File: src/rtl/butterfly3_seq.sv
// Serial 4-point butterfly: loads four samples, computes sums/differences in one
// cycle, then streams the four results out with a valid/ready handshake.
module butterfly3_seq #(
  parameter int unsigned W    = 28,
  parameter int unsigned ROWS = 4
) (
  input  logic                clk,
  input  logic                rst_n,
  input  logic                i_clr,
  input  logic                i_valid,
  output logic                i_ready,
  input  logic signed [W-1:0] i_data,
  output logic                o_valid,
  input  logic                o_ready,
  output logic signed [W-1:0] o_data,
  output logic [1:0]          o_idx,
  output logic                o_last
);

  localparam int unsigned RowW = (ROWS > 1) ? $clog2(ROWS) : 1;
  localparam logic [RowW-1:0] RowMax = RowW'(ROWS - 1);

  typedef enum logic [1:0] {StLoad, StCalc, StSend} state_e;

  state_e                state_q, state_d;
  logic [1:0]            cnt_q, cnt_d;
  logic [RowW-1:0]       row_q, row_d;
  logic signed [W-1:0]   s_q [4];
  logic signed [W-1:0]   r_q [4];
  logic                  s_we, r_we;

  always_comb begin
    state_d = state_q;
    cnt_d   = cnt_q;
    row_d   = row_q;
    s_we    = 1'b0;
    r_we    = 1'b0;
    // Abort wins over any handshake in the same cycle
    if (i_clr) begin
      state_d = StLoad;
      cnt_d   = '0;
      row_d   = '0;
    end else begin
      unique case (state_q)
        StLoad: begin
          if (i_valid) begin
            s_we  = 1'b1;
            cnt_d = cnt_q + 2'd1;
            if (cnt_q == 2'd3) state_d = StCalc;
          end
        end
        StCalc: begin
          r_we    = 1'b1;
          state_d = StSend;
        end
        StSend: begin
          if (o_ready) begin
            cnt_d = cnt_q + 2'd1;
            if (cnt_q == 2'd3) begin
              state_d = StLoad;
              row_d   = (row_q == RowMax) ? '0 : row_q + RowW'(1);
            end
          end
        end
        default: state_d = StLoad;
      endcase
    end
  end

  always_ff @(posedge clk or negedge rst_n) begin
    if (!rst_n) begin
      state_q <= StLoad;
      cnt_q   <= '0;
      row_q   <= '0;
      for (int i = 0; i < 4; i++) begin
        s_q[i] <= '0;
        r_q[i] <= '0;
      end
    end else begin
      state_q <= state_d;
      cnt_q   <= cnt_d;
      row_q   <= row_d;
      if (s_we) s_q[cnt_q] <= i_data;
      if (r_we) begin
        r_q[0] <= s_q[0] + s_q[3];
        r_q[1] <= s_q[1] + s_q[2];
        r_q[2] <= s_q[1] - s_q[2];
        r_q[3] <= s_q[0] - s_q[3];
      end
    end
  end

  // Input side decoded from state only, so it never waits on o_ready
  always_comb begin
    i_ready = (state_q == StLoad);
    o_valid = (state_q == StSend);
    o_data  = '0;
    o_idx   = '0;
    o_last  = 1'b0;
    if (state_q == StSend) begin
      o_data = r_q[cnt_q];
      o_idx  = cnt_q;
      o_last = (cnt_q == 2'd3) && (row_q == RowMax);
    end
  end

endmodule

File: config.mk
export PLATFORM = sky130hd
export DESIGN_NAME = butterfly3_seq
export DESIGN_NICKNAME = d
export VERILOG_FILES = /design/src/rtl/butterfly3_seq.sv
export SDC_FILE = /design/constraint.sdc
export NUM_CORES = 1
export LEC_CHECK = 0
export CORE_ASPECT_RATIO = 0.7
export CORE_MARGIN = 2
export CORE_UTILIZATION = 35
export DETAILED_ROUTE_END_ITERATION = 16
export PLACE_DENSITY = 0.55
export SYNTH_ARGS = -nofsm -noshare
export SYNTH_HDL_FRONTEND = slang
export SYNTH_SLANG_ARGS = --single-unit
File: constraint.sdc
create_clock -name clk -period 3.8 [get_ports clk]
set_clock_uncertainty 0.05 [all_clocks]
set_input_delay 0.76 -clock clk [delete_from_list [all_inputs] [get_ports clk]]
set_output_delay 0.76 -clock clk [all_outputs]
set_load 0.005 [all_outputs]
### Yosys cells after proc, flatten, opt, wreduce, memory -nomap -nowiden

Cells that the tools add are included.
Widths: inputs -> output; s select.

| word-level totals | value |
|---|---|
| bits in registers | 230 |
| input port bits | 33 |
| output and inout bits | 33 |
| logic and storage cells | 67 |

| operators by class | value |
|---|---|
| add/sub/neg operators | 6 |
| order comparisons | 2 |
| equal/unequal tests | 8 |
| mux-type cells | 29 |
| bitwise operators | 1 |
| reduce and logical (&&, ||, !) cells | 10 |

Operators by type and width:

| kind | number |
|---|---|
| $bwmux 112 | 1 |
| $mux 28 | 4 |
| $add 28x28->28 | 2 |
| $bmux 28 s2 | 1 |
| $demux 28 s2 | 1 |
| $sub 28x28->28 | 2 |
| $mux 2 | 14 |
| $ne 3x2->1 const B | 3 |
| $eq 2x2->1 const B | 3 |
| $mux 1 | 6 |
| $pmux 2 s3 | 1 |
| $reduce_and 3->1 | 2 |
| $reduce_bool 2->1 | 3 |
| $add 2x1->2 const B | 2 |
| $pmux 2 s2 | 1 |
| $reduce_and 4->1 | 1 |
| $ge 3x3->1 const B | 1 |
| $lt 3x1->1 const B | 1 |
| $ne 3x3->1 const B | 1 |
| $not 2->3 | 1 |
| $reduce_bool 3->1 | 1 |
| $eq 2x1->1 const B | 1 |
| $logic_and 1x1->1 | 2 |
| $logic_not 2->1 | 1 |

### Logic depth before layout (Yosys ltp)

| logic depth | value |
|---|---|
| word-level depth | 6 |
| depth in mapped cells | 12 |
| mapped depth without buffers | 12 |

### Least setup slack after synthesis

Ideal clock, no wire load.

| timing | value |
|---|---|
| path kind | register to register |
| from | register s_q[0] in the netlist's numbering |
| to | register r_q[110] in the netlist's numbering |
| setup time | 121 ps |
| arrival | 2669 ps |
| data required time | 3629 ps |
| slack | 960 ps |
| stages on the path, launching flop included | 13 |
| path buffers | 0 |
| clock period less this slack | 2840 ps |
| cell sequence | dfrtp_1 ha_1 inv_1 fa_1 o21ba_2 nor4_1 o21ai_1 o211a_1 nor4b_2 o41a_1 nand2_1 mux2i_1 a22o_1 |

| between the ends | value |
|---|---|
| longest elaborated chain between the ends | 1 |

Ends and longest elaborated chain:

| element | line | source |
|---|---|---|
| start, declared | 28 | `logic signed [W-1:0] s_q [4];` |
| start signal, assigned by index | 83 | `if (s_we) s_q[cnt_q] <= i_data;` |
| $add 28x28->28 | 85 | `r_q[0] <= s_q[0] + s_q[3];` |
| end, declared | 29 | `logic signed [W-1:0] r_q [4];` |

Every way passes these cells.
A chain may end at the register's enable or synchronous reset.

### Final worst setup path

| timing | value |
|---|---|
| from | register cnt_q[0] |
| to | output port o_data[10] |

| between the ends | value |
|---|---|
| longest elaborated chain between the ends | 5 |

Ends and longest elaborated chain:

| element | line | source |
|---|---|---|
| start, declared | 26 | `logic [1:0] cnt_q, cnt_d;` |
| start signal, assigned | 81 | `cnt_q <= cnt_d;` |
| $not 2->3 (not written as such) | 101 | `o_data = r_q[cnt_q];` |
| $bmux 28 s2 | 101 |  |
| $mux 28 (not written as such) (2 in series) | 101 |  |
| $mux 28 | 100 | `if (state_q == StSend) begin` |
| end, declared | 15 | `output logic signed [W-1:0] o_data,` |

Every way passes these cells. The select of a mux whose other input is x is not followed.

==> impl_metrics.env <==
export IMPL_final_period_utilization=0.950
export IMPL_core_area_um2=42400
export IMPL_synth_edf_count=0
export IMPL_synthArstFlopShare=1.00
export IMPL_leakage_nw=7.68
export IMPL_grt_overflow_total=0
export IMPL_cp_top_family="buffers and inverters"
export IMPL_synth_top_area_frac=0.379
export IMPL_post_route_min_period_ns=3.61
export IMPL_io_pins=66
export IMPL_power_density_nw_per_um2=857
export IMPL_path_buf_inv=2
export IMPL_drt_iter0_markers=1231
export IMPL_setup_viol=0
export IMPL_die_width_um=252
export IMPL_crit_path_end="o_data[10]"
export IMPL_crit_start="cnt_q[0]"
export IMPL_setup_ws_ns=0.188
export IMPL_synth_cells=1608
export IMPL_yosys_register_bits=228
export IMPL_synth_most_common_cell="dfrtp_1"
export IMPL_dp_hpwl_um=34500
export IMPL_status="completed"
export IMPL_multi_input_area_um2=8530
export IMPL_synth_top_cells_by_count="dfrtp_1, nand2_1, o21ai_0"
export IMPL_fmaxAchievable_ghz=0.277
export IMPL_design_area_um2=17500
export IMPL_rsz0062_at_grt="no"
export IMPL_cp_cell_sequence="buf_12 > mux4_2 > nor2b_1 > clkdlybuf4s50_1"
export IMPL_grt_max_degree=96
export IMPL_cts_resized=0
export IMPL_antenna_found_initial=1
export IMPL_p_int_w=0.00818
export IMPL_maxSlewViolCount=0
export IMPL_dpl_worst_slack_ns=0.318
export IMPL_grt_pass1_vias=11200
export IMPL_slowest_delay_ns=0.70
export IMPL_gp_congestion=0.937
export IMPL_firstDrtPassIters=5
export IMPL_synthDistinctLibCells=78
export IMPL_seq_area_frac_synth=0.379
export IMPL_switchingPower_w=0.00678
export IMPL_ant_nets=0
export IMPL_grt_pass1_wl_um=69000
export IMPL_syn_nets=1758
export IMPL_vias=12000
export IMPL_path_depth=4
export IMPL_cp_slowest_cell="dfrtp_2"
export IMPL_clkSlewWorstSetupHoldPaths_ns=0.06
export IMPL_criticalPathCategory="reg -> out"
export IMPL_max_slew_margin=0.377
export IMPL_reg2regPathDepth=11
export IMPL_nNetsFinal=1805
export IMPL_yosysTopAreaCell="dfrtp_1"
export IMPL_die_h_um=178
export IMPL_cts_hold_buf=0
export IMPL_clk_latency_ns=0.56
export IMPL_routed_via_density=5.39
export IMPL_fill_cells=4151
export IMPL_syn_area_um2=15100
export IMPL_maxCapViolCount=0
export IMPL_timing_rr_start="s_q[29]"
export IMPL_seq_power_share=0.245
export IMPL_r2r_end="r_q[83]"
export IMPL_final_hold_viol_count=0
export IMPL_cp_required_ns=2.99
export IMPL_drc=0
export IMPL_r2r_slack_ns=0.19
export IMPL_io_buffers=65
export IMPL_htreeDepth=1
export IMPL_finalWirelength_um=44800
export IMPL_register_area_um2=5710
export IMPL_ys_warn_count=0
export IMPL_critPathLaunchType="flop"
export IMPL_setup_tns_ns=0
export IMPL_cts_setup_buffers=0
export IMPL_power_frac_comb=0.560
export IMPL_die_area_um2=44800
export IMPL_grt_usage=0.201
export IMPL_path_max_fanout=19
export IMPL_tightest_slew_ns=0.932
export IMPL_ir_drop_mv=0.313
export IMPL_initial_core_util=0.355
export IMPL_worstPathArrival_ns=2.80
export IMPL_clock_root_buffer="clkbuf_16"
export IMPL_dpl_instance_area_um2=16500
export IMPL_holdCritPathClass="in -> async"
export IMPL_synth_flop_cell="dfrtp_1"
export IMPL_cts_tree="built"
export IMPL_pwr_share_clk=0.194
export IMPL_rows=63
export IMPL_cts_buffers=27
export IMPL_cp_end_kind="output pin"
export IMPL_synth_top_cells_by_area="dfrtp_1, ha_1, mux2_2"
export IMPL_cts_sinks=228
export IMPL_switching_share=0.453
export IMPL_clock_path_buffers=3
export IMPL_wl_per_cell_um=20.1
export IMPL_syn_avg_cell_area_um2=9.37
export IMPL_diodes=0
export IMPL_area_delta_synth_final_pct=15.8
export IMPL_drive_gt1_frac=0.139
## per-layer routing
| metal | routed length, um | vias to the layer above | track usage |
|---|---|---|---|
| li1 | - | 5677 | - |
| met1 | 24100 | 5870 | 0.338 |
| met2 | 16300 | 416 | 0.251 |
| met3 | 3610 | 45 | 0.0424 |
| met4 | 801 | 0 | 0.0392 |
| met5 | 0 | - | 0 |
## cells by family (layout without fill, tap and decap cells)
kind of cell / after synthesis / after routing / share of synthesized area
simple gates: 421 / 421 / 0.128
compound gates: 417 / 417 / 0.174
flops: 228 / 228 / 0.379
buf+inv: 212 / 280 / 0.0560
mux: 125 / 125 / 0.113
fa+ha+maj: 117 / 117 / 0.0991
xor+xnor: 88 / 88 / 0.0511
## power by group through the flow
| stage | clock [W] | sequential (W) | combinational (W) |
|---|---|---|---|
| 2_1_floorplan | 0 | 0.00350 | 0.00574 |
| 3_3_place_gp | 0 | 0.00366 | 0.00813 |
| 5_1_grt | 0.00308 | 0.00377 | 0.00908 |
| 3_5_place_dp | 0 | 0.00371 | 0.00816 |
| 4_1_cts | 0.00297 | 0.00367 | 0.00822 |
| 6_report | 0.00291 | 0.00367 | 0.00838 |
## worst min-delay path by stage
stage                          end  slack (ns)  cells past startpoint
after CTS                 r_q[102]        0.24                      1
after detailed placement   r_q[33]        0.42                      2
after global routing      r_q[102]        0.23                      1
after global placement     r_q[35]        0.41                      2
final                      s_q[20]        0.18                      1
after floorplan            r_q[91]        0.39                      2
## placed cells by master, fill, tap and decap left out, types with 14 or more instances in the layout
| cell | count |
|---|---|
| dfrtp_1 | 227 |
| nand2_1 | 163 |
| o21ai_0 | 147 |
| inv_1 | 118 |
| ha_1 | 113 |
| nor2_1 | 110 |
| a21oi_1 | 109 |
| mux2_2 | 87 |
| xnor2_1 | 75 |
| clkdlybuf4s50_1 | 64 |
| nor2b_1 | 39 |
| buf_4 | 37 |
| mux4_2 | 27 |
| clkbuf_16 | 27 |
| nor3_1 | 23 |
| o21bai_1 | 21 |
| nand2b_1 | 20 |
| a21o_1 | 20 |
| a31oi_1 | 15 |
| nand3_1 | 14 |
## sequential cells by signal, summed over array words and instances (netlist names)
register / flops
s_q: 112
r_q: 110
cnt_q: 2
row_q: 2
state_q: 2
## layout make-up
| cell class | count | share of cell area |
|---|---|---|
| Multi-Input combinational cell | 1168 | 0.489 |
| Clock buffer | 32 | 0.0421 |
| Inverter | 121 | 0.0260 |
| Timing Repair Buffer | 109 | 0.0615 |
| Sequential cell | 228 | 0.327 |
| Clock inverter | 18 | 0.0152 |
| Tap cell | 552 | 0.0396 |
## through the flow
| stage | cells | hold slack [ns] | total power [W] | utilization |
|---|---|---|---|---|
| CTS | 2228 | 0.235 | 0.0149 | 0.411 |
| global route | 2228 | 0.226 | 0.0159 | 0.411 |
| finish | 2228 | 0.178 | 0.0150 | 0.411 |
| floorplan | 1608 | 0.391 | 0.00924 | - |
| global placement | 2178 | 0.409 | 0.0118 | 0.388 |
| detailed placement | 2178 | 0.419 | 0.0119 | 0.388 |
No activity file was read; power rests on OpenSTA's default activity.
